**src/rtl/bga_lab_pkg.sv**
```systemverilog
// Shared definitions for the BGA lab pin-pair scan blocks.
package bga_lab_pkg;
  localparam int         N_PAIR_DEFAULT = 86;
  localparam logic [7:0] PASS_CODE      = 8'hFF;

  typedef enum logic [1:0] {IDLE, START, DATA, STOP} tx_state_e;
endpackage

```
**src/rtl/uart_tx_8n1.sv**
```systemverilog
// 8N1 UART transmitter: start low, 8 data bits LSB first, stop high, BAUD_DIV clk per bit.
// busy drops in the last stop-bit cycle so a waiting byte follows with no idle gap.
import bga_lab_pkg::*;

module uart_tx_8n1 #(
  parameter int BAUD_DIV = 434
) (
  input  logic       clk,
  input  logic       rst,
  input  logic [7:0] data,
  input  logic       start,
  output logic       busy,
  output logic       txd
);
  localparam int             CW   = (BAUD_DIV > 1) ? $clog2(BAUD_DIV) : 1;
  localparam logic [CW-1:0]  LAST = CW'(BAUD_DIV - 1);

  tx_state_e     state, state_nxt;
  logic [CW-1:0] cnt, cnt_nxt;
  logic [7:0]    sh, sh_nxt;
  logic [2:0]    bitc, bit_nxt;
  logic          txd_nxt;
  logic          bit_end;

  assign bit_end = (cnt == LAST);
  assign busy    = !((state == IDLE) || (state == STOP && bit_end));

  always_ff @(posedge clk) begin
    if (rst) begin
      state <= IDLE;
      cnt   <= '0;
      sh    <= '0;
      bitc  <= '0;
      txd   <= 1'b1;
    end else begin
      state <= state_nxt;
      cnt   <= cnt_nxt;
      sh    <= sh_nxt;
      bitc  <= bit_nxt;
      txd   <= txd_nxt;
    end
  end

  always_comb begin
    state_nxt = state;
    cnt_nxt   = cnt;
    sh_nxt    = sh;
    bit_nxt   = bitc;
    txd_nxt   = txd;
    case (state)
      IDLE: begin
        if (start) begin
          state_nxt = START;
          sh_nxt    = data;
          cnt_nxt   = '0;
          txd_nxt   = 1'b0;
        end
      end
      START: begin
        cnt_nxt = cnt + 1'b1;
        if (bit_end) begin
          cnt_nxt   = '0;
          state_nxt = DATA;
          bit_nxt   = '0;
          txd_nxt   = sh[0];
        end
      end
      DATA: begin
        cnt_nxt = cnt + 1'b1;
        if (bit_end) begin
          cnt_nxt = '0;
          if (bitc == 3'd7) begin
            state_nxt = STOP;
            txd_nxt   = 1'b1;
          end else begin
            sh_nxt  = {1'b0, sh[7:1]};
            txd_nxt = sh[1];
            bit_nxt = bitc + 3'd1;
          end
        end
      end
      STOP: begin
        cnt_nxt = cnt + 1'b1;
        if (bit_end) begin
          cnt_nxt = '0;
          // Chain straight into the next frame when a byte is waiting.
          if (start) begin
            state_nxt = START;
            sh_nxt    = data;
            txd_nxt   = 1'b0;
          end else begin
            state_nxt = IDLE;
          end
        end
      end
      default: state_nxt = IDLE;
    endcase
  end
endmodule

```
**src/rtl/pair_fault_logger.sv**
```systemverilog
// Logs each pin pair's first scan failure as a byte {0,index} over UART; optional
// PAIR_FAULT_PASS_SUMMARY_EN adds one 0xFF byte after a clean round. Full FIFO drops and flags overflow.
import bga_lab_pkg::*;

module pair_fault_logger #(
  parameter int N_PAIR     = N_PAIR_DEFAULT,
  parameter int FIFO_DEPTH = 8,
  parameter int BAUD_DIV   = 434
) (
  input  logic       clk,
  input  logic       rst,
  input  logic       step_valid,
  input  logic [6:0] step_index,
  input  logic       step_fail,
  output logic       txd,
  output logic       fault_seen,
  output logic [7:0] fault_count,
  output logic       overflow
);
  localparam int          AW       = $clog2(FIFO_DEPTH);
  localparam logic [AW:0] FULL_CNT = (AW + 1)'(FIFO_DEPTH);
  localparam logic [7:0]  N_PAIR_W = 8'(N_PAIR);

  logic [N_PAIR-1:0] logged;
  logic [7:0]        mem [FIFO_DEPTH];
  logic [AW-1:0]     wr_ptr, rd_ptr;
  logic [AW:0]       count;

  logic       step_ok, new_fail, sum_push, push, push_ok, pop, full, empty, tx_busy;
  logic [7:0] push_dat;

  assign step_ok  = step_valid && ({1'b0, step_index} < N_PAIR_W);
  assign new_fail = step_ok && step_fail && !logged[step_index];

`ifdef PAIR_FAULT_PASS_SUMMARY_EN
  logic round_clean, summary_done, last_idx;

  assign last_idx = ({1'b0, step_index} == N_PAIR_W - 8'd1);
  assign sum_push = step_ok && last_idx && !step_fail && round_clean && !summary_done;

  // A round runs from just after one last-index step up to and including the next.
  always_ff @(posedge clk) begin
    if (rst) begin
      round_clean  <= 1'b1;
      summary_done <= 1'b0;
    end else if (step_ok) begin
      if (last_idx)
        round_clean <= 1'b1;
      else if (step_fail)
        round_clean <= 1'b0;
      if (sum_push)
        summary_done <= 1'b1;
    end
  end
`else
  assign sum_push = 1'b0;
`endif

  assign push     = new_fail || sum_push;
  assign push_dat = new_fail ? {1'b0, step_index} : PASS_CODE;
  assign full     = (count == FULL_CNT);
  assign empty    = (count == '0);
  assign pop      = !tx_busy && !empty;
  assign push_ok  = push && (!full || pop);

  always_ff @(posedge clk) begin
    if (push_ok)
      mem[wr_ptr] <= push_dat;
  end

  always_ff @(posedge clk) begin
    if (rst) begin
      logged      <= '0;
      fault_seen  <= 1'b0;
      fault_count <= '0;
      overflow    <= 1'b0;
      wr_ptr      <= '0;
      rd_ptr      <= '0;
      count       <= '0;
    end else begin
      // The map and counters update even when the record itself is dropped.
      if (new_fail) begin
        logged[step_index] <= 1'b1;
        fault_seen         <= 1'b1;
        if (fault_count != 8'hFF)
          fault_count <= fault_count + 8'd1;
      end
      if (push && !push_ok)
        overflow <= 1'b1;
      if (push_ok)
        wr_ptr <= wr_ptr + 1'b1;
      if (pop)
        rd_ptr <= rd_ptr + 1'b1;
      case ({push_ok, pop})
        2'b10:   count <= count + 1'b1;
        2'b01:   count <= count - 1'b1;
        default: count <= count;
      endcase
    end
  end

  uart_tx_8n1 #(.BAUD_DIV(BAUD_DIV)) u_tx (
    .clk   (clk),
    .rst   (rst),
    .data  (mem[rd_ptr]),
    .start (pop),
    .busy  (tx_busy),
    .txd   (txd)
  );
endmodule

```
**config.mk**
```make
export PLATFORM = sky130hd
export DESIGN_NAME = pair_fault_logger
export DESIGN_NICKNAME = d
export VERILOG_FILES = /design/src/rtl/bga_lab_pkg.sv /design/src/rtl/uart_tx_8n1.sv /design/src/rtl/pair_fault_logger.sv
export SDC_FILE = /design/constraint.sdc
export NUM_CORES = 1
export LEC_CHECK = 0
export ABC_AREA = 1
export BUFFER_PORTS_ARGS = -buffer_cell sky130_fd_sc_hd__buf_2
export CORE_ASPECT_RATIO = 1.2
export CORE_UTILIZATION = 45
export CTS_CLUSTER_SIZE = 30
export DETAILED_ROUTE_END_ITERATION = 8
export PLACE_DENSITY_LB_ADDON = 0.15
export SLEW_MARGIN = 30
export SYNTH_ARGS = -nofsm -noshare
export SYNTH_HDL_FRONTEND = slang
export SYNTH_SLANG_ARGS = --single-unit
```
**constraint.sdc**
```tcl
create_clock -name clk -period 5.3 [get_ports clk]
set_input_delay 0.795 -clock clk [delete_from_list [all_inputs] [get_ports clk]]
set_output_delay 0.795 -clock clk [all_outputs]
set_load 0.01 [all_outputs]
```
==> reports/summary.txt <==
status: completed
most frequent cells in the layout: sky130_fd_sc_hd__nand2_1, sky130_fd_sc_hd__nor2_1, sky130_fd_sc_hd__dfxtp_1, sky130_fd_sc_hd__o21a_1, sky130_fd_sc_hd__edfxtp_1
largest net degree at the start of global routing: 63
leakage power summed over all cells: 0.00392 µW
area grow syn2layout: 9.33%
endpoint kind of the worst setup timing path: flop
final setup violation count: 0
share of final-layout standard cells stronger than drive strength 1: 6.35%
DRC: 0
CTS buffer count: 17
Detailed Route Iter0 Violations: 441
floorplan die area: 20,900 µm²
hold path depth: 1
count of nets left with antenna violations after detail routing: 0
setup repair after global routing missed its margin: no
DR WL/cell: 15.1 µm
sequential cell area fraction in the yosys report: 49.9%
syn avg cell area: 7.81 µm²
leading area contributor after synthesis: sky130_fd_sc_hd__dfxtp_1
Setup CP Type: in -> reg
core area: 19,800 µm²
fmax: 262 MHz
Clock Latency Late Sink: 0.44 ns
Final TNS setup: 0 ns
launching point of the worst reg2reg path: logged[64]
time the worst path needs with I/O delays and setup: 3.82 ns
Setup Buffers After CTS: 0
Hold Crit Class: reg -> reg
half-perimeter wire length after placement: 14,200 µm
number of detailed-routing iterations run before antenna repair: 5
clock tree sinks: 196
Reg clk slew, reported paths: 0.08 ns
cell-by-cell listing of the critical path: buf_2 -> inv_1 -> nand2_1 -> nor2_1 -> buf_4 -> nand2_1 -> nand2_1 -> o21ai_1 -> nand2_1 -> nand2_1 -> nand2_1 -> nor2_2 -> nand3_1 -> ha_1 -> xor2_1 -> ha_1 -> a21oi_1 -> xor2_1 -> o21ai_0 -> inv_1
hold endpoint: logged[14]
area fraction of the dominant cell type after synthesis: 28.9%
Worst Path Required: 5.64 ns
Vert. Die Dim: 158 µm
maximum vdd ir drop: 0.228 mV
top post-synthesis cells by area: sky130_fd_sc_hd__dfxtp_1, sky130_fd_sc_hd__edfxtp_1, sky130_fd_sc_hd__nand2_1
I/O Pins: 22
post-synthesis cell type count: 39
effective utilization at floorplan: 46.3%
via count: 7,442
number of nets in the synthesized netlist: 1,197
multi-input combinational cell area: 4070 µm²
via count of the first global-routing pass: 7,035
slowest cell on the critical path: sky130_fd_sc_hd__nor2_2
total global routing overflow: 0
Gates resized, CTS repair: 0
hold path startpoint: logged[14]
Critical Path Source Type: primary input
count of nets after finishing: 1,194
worst reg2reg path endpoint: count[2]
final WL: 21,700 µm
all-layer global routing usage: 21.8%
number of input and output port buffers inserted: 21
die outline width: 132 µm
max-slew violation count: 0
antenna fix cells: 0
Clk Tree Root Cell: sky130_fd_sc_hd__clkbuf_16
Worst-Margin Slew: 0.929 ns
wire length of the first global-routing pass: 35,700 µm
maximum fanout count along the critical path: 12
most frequent standard cell in the layout excluding fill and tap cells: sky130_fd_sc_hd__nand2_1
Bufs and invs on worst path: 4
cell class contributing the biggest share of worst-path delay: simple AND/OR/NAND/NOR gates
Hold Violations, Final: 0
level count of the clock H-tree: 4
antenna violations before repair: 0
CTS max path bufs: 2
yosys warns: 0
cell count of the worst reg-to-reg path: 16
Total Power: 3790 µW
arrival time at the worst endpoint: 4.16 ns
post-route fraction of the period consumed by the critical path: 72.1%
Final GP Congestion: 0.807
Post-Route Skew: 0.0126 ns
reg-to-reg setup timing slack: 2.18 ns
Filler Cell Count: 1,975
FF/Latch Area: 4560 µm²
TritonCTS clock tree: yes
number of rows created at floorplan: 56
mapped cell area: 9140 µm²
number of storage elements in the synthesis netlist: 196
mean number of vias per cell: 5.16
Max stage delay on crit path: 0.46 ns
gate count of the mapped netlist: 1,171
number of violations of the max-capacitance limit: 0
cell repeated most along the worst path: sky130_fd_sc_hd__nand2_1
Power per Cell Area: 379 nW/µm²
Hold Buf Count CTS: 0
remaining max-slew budget at the tightest pin: 38.0%
-- flip-flops by register name, indices dropped and copies added (netlist names), 4 cells and up, named ones only --
| name | cells |
|---|---|
| logged | 86 |
| mem | 64 |
| u_tx.cnt | 9 |
| fault_count | 8 |
| u_tx.sh | 8 |
| count | 4 |
-- synthesized netlist by cell type --
library cell	number
sky130_fd_sc_hd__xor2_1	8
sky130_fd_sc_hd__o21ai_1	3
sky130_fd_sc_hd__clkinv_1	2
sky130_fd_sc_hd__or2_0	1
sky130_fd_sc_hd__o21a_1	88
sky130_fd_sc_hd__nand4_1	9
sky130_fd_sc_hd__nand3_1	25
sky130_fd_sc_hd__o211ai_1	2
sky130_fd_sc_hd__buf_2	17
sky130_fd_sc_hd__inv_2	3
sky130_fd_sc_hd__or2_2	1
sky130_fd_sc_hd__nor3_1	12
sky130_fd_sc_hd__nor2_2	2
sky130_fd_sc_hd__edfxtp_1	64
sky130_fd_sc_hd__or2_1	1
sky130_fd_sc_hd__buf_4	3
sky130_fd_sc_hd__a211oi_1	2
sky130_fd_sc_hd__ha_1	15
sky130_fd_sc_hd__clkinv_4	1
sky130_fd_sc_hd__a41oi_1	1
sky130_fd_sc_hd__a31oi_1	1
sky130_fd_sc_hd__nor4_1	2
sky130_fd_sc_hd__nor3b_1	2
sky130_fd_sc_hd__clkbuf_1	32
sky130_fd_sc_hd__nand3_2	2
sky130_fd_sc_hd__inv_1	57
sky130_fd_sc_hd__nor2_1	190
sky130_fd_sc_hd__buf_6	4
sky130_fd_sc_hd__o21ai_0	57
sky130_fd_sc_hd__nand3b_1	2
sky130_fd_sc_hd__a21oi_1	37
sky130_fd_sc_hd__nand4_2	1
sky130_fd_sc_hd__xnor2_1	3
sky130_fd_sc_hd__dfxtp_1	132
sky130_fd_sc_hd__nand3_4	1
sky130_fd_sc_hd__o221ai_1	4
sky130_fd_sc_hd__o31ai_1	1
sky130_fd_sc_hd__o22ai_1	12
sky130_fd_sc_hd__nand2_1	371
-- metal layers --
layer | GRT usage, % | vias up | part of all wire (%)
met5 | 0 | - | 0
met4 | 8.64 | 0 | 2.0
met3 | 2.98 | 36 | 2.4
met2 | 39.2 | 94 | 50
met1 | 26.3 | 3500 | 45
li1 | - | 3812 | -
-- final cells by class --
class / count / share of cell area, %
inverters: 63 / 2.42
clock buffers: 19 / 4.43
well taps: 261 / 3.27
multi-input cells: 856 / 40.7
repair buffers: 34 / 2.03
clock inverters: 13 / 1.46
flip-flops and latches: 196 / 45.7
-- stage by stage --
step	std cells	utilization (%)	hold WS, ns	instance area, µm²	worst slack, ns
after detailed placement	1410	47.6	0.449	9410	1.03
after floorplan	1171	-	0.433	9140	2.27
after global placement	1410	47.6	0.441	9410	1.16
after CTS	1442	50.6	0.466	10000	1.49
final	1442	50.6	0.465	10000	1.48
after global routing	1442	50.6	0.473	10000	1.12
-- where the power goes --
part / switching [µW] / total (µW) / internal (µW)
logic: 544 / 791 / 247
clock network: 587 / 1300 / 716
registers: 66.4 / 1690 / 1630
total: 1200 / 3790 / 2590
-- logic make-up after synthesis --
| kind of cell | Yosys count | synth area share [%] |
|---|---|---|
| AO/OA/AOI/OAI | 208 | 14.3 |
| XOR/XNOR | 11 | 1.05 |
| adder cells (fa/ha/maj) | 15 | 2.05 |
| buffers and inverters | 119 | 5.62 |
| flip-flops | 196 | 49.9 |
| AND/OR/NAND/NOR | 622 | 27.0 |
-- how the worst max path moves through the flow --
stage	start	to	slack, ns	cells after the start
6_report	step_index[2]	count[2]	1.48	20
5_1_grt	step_index[2]	count[3]	1.12	20
4_1_cts	step_index[2]	count[2]	1.49	20
3_5_place_dp	step_index[2]	count[2]	1.03	20
3_3_place_gp	step_index[2]	count[3]	1.16	20
2_1_floorplan	step_index[0]	count[2]	2.27	18
No activity file was read; power rests on OpenSTA's default activity.
